$ cat config.mk
export PLATFORM = sky130hd
export DESIGN_NAME = memory_port_crossbar
export DESIGN_NICKNAME = d
export VERILOG_FILES = /design/src/rtl/memory_port_crossbar.sv
export SDC_FILE = /design/constraint.sdc
export NUM_CORES = 1
export LEC_CHECK = 0
export CAP_MARGIN = 20
export CELL_PAD_IN_SITES_DETAIL_PLACEMENT = 0
export CELL_PAD_IN_SITES_GLOBAL_PLACEMENT = 2
export CORE_UTILIZATION = 13
export DETAILED_ROUTE_END_ITERATION = 12
export GPL_TIMING_DRIVEN = 0
export PLACE_DENSITY_LB_ADDON = 0.1
export SYNTH_ARGS = -nofsm -noshare
export SYNTH_HDL_FRONTEND = slang
export SYNTH_SLANG_ARGS = --single-unit
$ cat constraint.sdc
create_clock -name clk -period 2.8 [get_ports clk]
set_clock_uncertainty 0.15 [all_clocks]
set_input_delay 0.56 -clock clk [delete_from_list [all_inputs] [get_ports clk]]
set_output_delay 0.56 -clock clk [all_outputs]
set_load 0.02 [all_outputs]
$ cat src/rtl/memory_port_crossbar.sv
// Address-decoded crossbar from core request ports to memory targets.
// Each target has its own round-robin arbiter, and unmapped accesses take a one-cycle error path.
module memory_port_crossbar #(
    parameter int unsigned PORT_COUNT   = 2,
    parameter int unsigned TARGET_COUNT = 2
) (
    input  logic                         clk,
    input  logic                         rst,
    input  logic [32*PORT_COUNT-1:0]     m_address,
    input  logic [4*PORT_COUNT-1:0]      m_byteSelect,
    input  logic [PORT_COUNT-1:0]        m_enable,
    input  logic [PORT_COUNT-1:0]        m_writeEnable,
    input  logic [32*PORT_COUNT-1:0]     m_dataWrite,
    output logic [32*PORT_COUNT-1:0]     m_dataRead,
    output logic [PORT_COUNT-1:0]        m_busy,
    output logic [PORT_COUNT-1:0]        m_error,
    output logic [28*TARGET_COUNT-1:0]   t_address,
    output logic [4*TARGET_COUNT-1:0]    t_byteSelect,
    output logic [TARGET_COUNT-1:0]      t_enable,
    output logic [TARGET_COUNT-1:0]      t_writeEnable,
    output logic [32*TARGET_COUNT-1:0]   t_dataWrite,
    input  logic [32*TARGET_COUNT-1:0]   t_dataRead,
    input  logic [TARGET_COUNT-1:0]      t_busy
);
    localparam int unsigned GW = (PORT_COUNT > 1) ? $clog2(PORT_COUNT) : 1;

    typedef enum logic {Idle, Active} stateType;

    stateType              state      [TARGET_COUNT];
    stateType              stateNext  [TARGET_COUNT];
    logic [GW-1:0]         grant      [TARGET_COUNT];
    logic [GW-1:0]         grantNext  [TARGET_COUNT];
    logic [GW-1:0]         rrPtr      [TARGET_COUNT];
    logic [GW-1:0]         rrPtrNext  [TARGET_COUNT];
    logic [PORT_COUNT-1:0] errPending;
    logic [PORT_COUNT-1:0] errPendingNext;
    logic [PORT_COUNT-1:0] unmapped;

    logic [31:0] mAddr  [PORT_COUNT];
    logic [31:0] mWrite [PORT_COUNT];
    logic [3:0]  mBsel  [PORT_COUNT];
    logic [31:0] mRead  [PORT_COUNT];

    function automatic logic [GW-1:0] nextPort(input logic [GW-1:0] p);
        logic [GW:0] s;
        s = {1'b0, p} + (GW+1)'(1);
        nextPort = (s >= (GW+1)'(PORT_COUNT)) ? '0 : s[GW-1:0];
    endfunction

    // Unpack per-port buses so the granted port can be selected by index.
    always_comb begin : unpackPorts
        for (int p = 0; p < PORT_COUNT; p++) begin
            mAddr[p]  = m_address[32*p +: 32];
            mWrite[p] = m_dataWrite[32*p +: 32];
            mBsel[p]  = m_byteSelect[4*p +: 4];
            m_dataRead[32*p +: 32] = mRead[p];
        end
    end

    // Unmapped decode; errPending marks the first cycle of each unmapped request.
    always_comb begin : decodeUnmapped
        for (int p = 0; p < PORT_COUNT; p++) begin
            unmapped[p]       = m_enable[p] && (32'(mAddr[p][31:28]) >= TARGET_COUNT);
            errPendingNext[p] = unmapped[p] && !errPending[p];
        end
    end

    always_ff @(posedge clk or posedge rst) begin
        if (rst) begin
            for (int t = 0; t < TARGET_COUNT; t++) begin
                state[t] <= Idle;
                grant[t] <= '0;
                rrPtr[t] <= '0;
            end
            errPending <= '0;
        end else begin
            for (int t = 0; t < TARGET_COUNT; t++) begin
                state[t] <= stateNext[t];
                grant[t] <= grantNext[t];
                rrPtr[t] <= rrPtrNext[t];
            end
            errPending <= errPendingNext;
        end
    end

    // Per-target arbitration, forwarding and completion steering.
    always_comb begin : crossbarPaths
        logic          found;
        logic [GW:0]   sum;
        logic [GW-1:0] pIdx;
        logic [GW-1:0] g;
        found = 1'b0;
        sum   = '0;
        pIdx  = '0;
        g     = '0;
        for (int t = 0; t < TARGET_COUNT; t++) begin
            stateNext[t] = state[t];
            grantNext[t] = grant[t];
            rrPtrNext[t] = rrPtr[t];
        end
        for (int p = 0; p < PORT_COUNT; p++) begin
            mRead[p] = '1;
        end
        t_address     = '0;
        t_byteSelect  = '0;
        t_enable      = '0;
        t_writeEnable = '0;
        t_dataWrite   = '0;
        m_busy        = '1;
        m_error       = '0;

        for (int t = 0; t < TARGET_COUNT; t++) begin
            if (state[t] == Idle) begin
                found = 1'b0;
                for (int i = 0; i < PORT_COUNT; i++) begin
                    sum = {1'b0, rrPtr[t]} + (GW+1)'(i);
                    if (sum >= (GW+1)'(PORT_COUNT)) begin
                        sum = sum - (GW+1)'(PORT_COUNT);
                    end
                    pIdx = sum[GW-1:0];
                    if (!found && m_enable[pIdx] && mAddr[pIdx][31:28] == 4'(t)) begin
                        found        = 1'b1;
                        grantNext[t] = pIdx;
                        stateNext[t] = Active;
                    end
                end
            end else begin
                g = grant[t];
                t_enable[t]           = m_enable[g];
                t_writeEnable[t]      = m_writeEnable[g];
                t_address[28*t +: 28] = mAddr[g][27:0];
                t_byteSelect[4*t +: 4] = mBsel[g];
                t_dataWrite[32*t +: 32] = mWrite[g];
                // Completion or abort both release the target and rotate priority.
                if (!m_enable[g] || !t_busy[t]) begin
                    stateNext[t] = Idle;
                    rrPtrNext[t] = nextPort(g);
                end
                if (m_enable[g] && !t_busy[t]) begin
                    m_busy[g] = 1'b0;
                    mRead[g]  = t_dataRead[32*t +: 32];
                end
            end
        end

        for (int p = 0; p < PORT_COUNT; p++) begin
            if (errPending[p] && unmapped[p]) begin
                m_busy[p]  = 1'b0;
                m_error[p] = 1'b1;
            end
        end
    end
endmodule

Word level (Yosys, flattened, before mapping)
Index checks and enable logic that the tools add are counted.
{"block": "word_totals", "regBits": 8, "in_bits": 208}
{"block": "classes", "addsub": 8, "magnitude_cmp": 24, "eq_ne": 2, "mux": 101, "bitwise_logic": 13, "reduce_logical": 36}
{"op": "2-to-1 mux 32 bit", "count": 22}
{"op": "2-to-1 mux 64 bit", "count": 4}
{"op": "2-to-1 mux 28 bit", "count": 8}
{"op": "bitwise mux 64 bit", "count": 1}
{"op": "demux 32 bit (select 1 bit)", "count": 2}
{"op": "inverter 64 bit", "count": 1}
{"op": "OR 64 bit", "count": 1}
{"op": "2-to-1 mux 1 bit", "count": 50}
{"op": "2-to-1 mux 4 bit", "count": 8}
{"op": "greater-or-equal comparator 2 bit (second input constant)", "count": 10}
{"op": "logical AND 1 bit", "count": 18}
{"op": "< comparator 1 x 2 -> 1 bit (second input constant)", "count": 6}
{"op": "inverter 1 -> 2 bit", "count": 6}
{"op": "adder 1 x 1 -> 2 bit (second input constant)", "count": 4}
{"op": "equality test 4 x 1 -> 1 bit (second input constant)", "count": 2}
{"op": "greater-or-equal comparator 4 x 2 -> 1 bit (second input constant)", "count": 2}
{"op": "logical NOT 1 bit", "count": 8}
{"op": "logical NOT 4 bit", "count": 2}
{"op": "2-to-1 mux 2 bit", "count": 4}
{"op": "AND reduction 2 bit", "count": 4}
{"op": "greater-or-equal comparator 1 x 2 -> 1 bit (second input constant)", "count": 2}
{"op": "< comparator 2 x 1 -> 1 bit (second input constant)", "count": 2}
{"op": "inverter 2 bit", "count": 2}
{"op": "nonzero test 2 bit", "count": 2}
{"op": "6 further kinds", "count": 13}

Longest topological paths before layout
{"block": "depth", "ltp_word": 16, "ltp_mapped": 6, "ltp_nobuf": 3}

Least setup slack after synthesis
No wires, ideal clock.
{"block": "synth_timing", "path_type": "input port to output port", "start": "in m_address[30]", "end": "out m_busy[0]", "t_arrival_ns": 1.733, "required_time_ns": 2.090, "setup_slack_ns": 0.357, "stages": 3, "n_path_buf": 0, "cell_sequence": "nor3_1 and3b_1 a221oi_1"}
{"block": "synth_between", "elab_chain_len": 4}
{"item": "from (decl)", "line_no": "9", "text": "input logic [32*PORT_COUNT-1:0] m_address,"}
{"item": "greater-or-equal comparator 4 x 2 -> 1 bit", "line_no": "63", "text": "unmapped[p] = m_enable[p] && (32'(mAddr[p][31:28]) >= TARGET_COUNT);"}
{"item": "logical AND 1 bit", "line_no": "63"}
{"item": "logical AND 1 bit", "line_no": "147", "text": "if (errPending[p] && unmapped[p]) begin"}
{"item": "2-to-1 mux 1 bit", "line_no": "147"}
{"item": "to (decl)", "line_no": "15", "text": "output logic [PORT_COUNT-1:0] m_busy,"}
No other way between the ends.

Final worst setup path
{"block": "layout_timing", "start": "in t_busy[1]", "end": "out m_dataRead[4]"}
{"block": "layout_between", "elab_chain_len": 4}
{"item": "from (decl)", "line_no": "23", "text": "input logic [TARGET_COUNT-1:0] t_busy"}
{"item": "logical NOT 1 bit", "line_no": "139", "text": "if (m_enable[g] && !t_busy[t]) begin"}
{"item": "logical AND 1 bit", "line_no": "139"}
{"item": "2-to-1 mux 64 bit", "line_no": "139"}
{"item": "2-to-1 mux 64 bit", "line_no": "113", "text": "if (state[t] == Idle) begin"}
{"item": "to (decl)", "line_no": "14", "text": "output logic [32*PORT_COUNT-1:0] m_dataRead,"}
No other way between the ends.

==> results.toml <==
[critical_path]
start_kind = "input port"
slowest_delay_ps = 380
cpLargestDelayFamily = "buffers and inverters"
cpMaxStageDelayCell = "nor3b_2"
critPathRequiredTime_ps = 2090
crit_fanout = 10
critPathArrivalTime_ps = 2050
critical_path.endpoint_type = "primary output"
path_buf_inv = 4
path_cells = "dlygate4sd2_1, nor3b_2, nor2b_2, buf_6, buf_8, a2bb2oi_1, clkdlybuf4s15_2"
crit_type = "input port to primary output"

[synthesis]
ys_types = 31
ys_top_cells_by_area = "mux2i_1 (38%), nor2b_1 (18%), nor2_1 (11%)"
ys_ff_latch = 8
synth-simple-area-share_pct = 34.3
synth_compound_area_share_pct = 14.4
synth_top_area_cell = "mux2i_1"
synth_seq_area_share_pct = 5.75
yosysTopAreaCellShare_pct = 37.9
synth_common_cells = "mux2i_1 (132), nor2_1 (101), nor2b_1 (99)"
synth_most_common_cell = "mux2i_1"
netlist_instances = 495
synthAdderAreaFrac_pct = 0
async_reset_ff_share_pct = 100
syn-num-nets = 703
synth.cell_area_um2 = 3480
ys.flop_type = "dfrtp_1"
syn_avg_cell_area_um2 = 7.04
yosys.area_share.xor_xnor_pct = 0
yosysWarningCount = 0
synth_edf_count = 0
synthMuxAreaShare_pct = 37.9
synth_top_family_by_area = "multiplexers"

[sta]
drv_slew = 0
rsz0062_at_grt = "true"
relSlewSlack_pct = 67.2
hold_viol = 0
finalSetupViolCount = 0
fmax_mhz = 362
min_period_over_period_pct = 98.7
hold_ws_ps = 267
worstMarginPinSlew_ps = 493
period_needed_ps = 2760

[die]
fp.dieW_um = 166
dieHeight_um = 166
io_pins = 408
core_area_um2 = 26200
die-area_um2 = 27500
start_util_pct = 13.3
row_count = 59

[grt]
grt_pass1_vias = 5505
grt_pass1_wl_um = 33800
grt_max_degree = 11
antenna_found_initial = 1
overflow = 0
grt_usage_pct = 15.9

[cts]
clkTransAtPathRegs_ps = 40
cts.sinks = 8
cts_tree = "done"
htreeDepth = 1
cts_root_buf = "clkbuf_16"
cts_buffers = 3
clock_latency_ps = 230
clockBufferDepth = 2
cts_hold_buffers = 0

[route]
viasPerCell = 4.20
totalWireLength_um = 22900
first_pass_iters = 8
wl_per_cell_um = 18.4
drc = 26
vias = 5216
drt_first_iter_violations = 201
ant_nets = 0

[power]
total_power_mw = 1.90
p_leak_nw = 3.62
peakVddDrop_v = 0.000129
power-per-cell-area_nw_per_um2 = 239

[run_status]
outcome = "complete, but fails checks"
violations = "DRC"

[final_layout]
n_antenna_cell = 0
final_nets = 1117
layout-drive-gt1-share_pct = 13.3
synthToLayoutAreaGrowth_pct = 128

[flow_run]
drv_cap = 0

[placed_design]
portBuffers = 406
dp.final_hpwl_um = 19400
gp_congestion = 0.775

[hold_path]
hp-class = "register to register"
==> timing repair <==
action	4_1_cts	5_1_grt
buffers inserted	4	0
pin swaps	2	0
endpoints found under the setup margin	185	97
gates resized for setup	221	115
cloned	0	0
==> area by class of cell <==
| type | count | area, um^2 |
|---|---|---|
| timing repair buffer | 410 | 3800 |
| fill | 2864 | 18300 |
| multi-input combinational | 432 | 3070 |
| inverter | 5 | 20.0 |
| buffer | 49 | 364 |
| tap | 335 | 419 |
| clock buffer | 3 | 75.1 |
| sequential | 8 | 203 |
==> state kept, by name, summed over array words and instances (netlist names) <==
| register | count |
|---|---|
| grant | 2 |
| errPending | 2 |
| rrPtr | 2 |
| state | 2 |
==> where the power goes <==
group | internal (mW) | total (mW) | switching, mW | leakage (nW)
Clock | 0.184 | 0.240 | 0.0562 | 0.0370
Sequential | 0.129 | 0.136 | 0.00645 | 0.0916
Combinational | 0.805 | 1.53 | 0.720 | 3.49
Total | 1.12 | 1.90 | 0.783 | 3.62
==> cells by family after synthesis <==
logic type             count (synthesis)
AND/OR/NAND/NOR                      227
flip-flops                             8
buffers and inverters                 55
multiplexers                         132
AO/OA/AOI/OAI                         73
==> path summary, 6_finish.rpt <==
kind,cells past startpoint,startpoint,end,slack [ps]
worst max-delay path,7,t_busy[1],m_dataRead[4],40
worst min-delay path,1,errPending[0],errPending[0],270
worst max register to register,4,grant[1],state[1],1160
worst min register to register,1,errPending[0],errPending[0],270
max in group asynchronous,2,rst,state[1],1790
min in group asynchronous,2,rst,errPending[1],440
==> stage by stage <==
| step | instances | worst slack (ps) | setup TNS (ps) | area (um^2) | util (%) |
|---|---|---|---|---|---|
| 3_5_place_dp | 1236 | -839 | -64130 | 7970 | 30.4 |
| 4_1_cts | 1242 | 1.68 | 0 | 8100 | 30.9 |
| 2_1_floorplan | 495 | 357 | 0 | 3480 | - |
| 3_3_place_gp | 1236 | -835 | -58510 | 7970 | 30.4 |
| 5_1_grt | 1242 | -23.8 | -56.3 | 7940 | 30.3 |
| 6_report | 1242 | 35.9 | 0 | 7940 | 30.3 |
==> placed cells by master, fill, tap and decap left out, drive strengths merged, types with 2 or more instances in the layout <==
cell type and count:
buf 40, dlygate4sd2 57, nand4b 2, nor3b 4
a21oi 35, nor2b 99, inv 4, nor3 5
or3b 2, clkdlybuf4s50 279, dfrtp 8, o22ai 2
mux2i 132, o22a 2, nor2 101, clkdlybuf4s15 8
a2bb2oi 32, nand2 5, clkbuf 67, and3b 2
dlymetal6s2s 10
==> per-layer routing <==
layer / vias to the layer above / global-route usage (%) / wire length [um] / part of all wire (%)
li1: 2541 / - / - / -
met1: 2400 / 16.3 / 8120 / 35
met2: 257 / 31.1 / 12000 / 53
met3: 18 / 4.85 / 2310 / 10
met4: 0 / 3.54 / 415 / 1.8
met5: - / 0 / 0 / 0
Note: power is estimated with default switching activity, not from simulation.
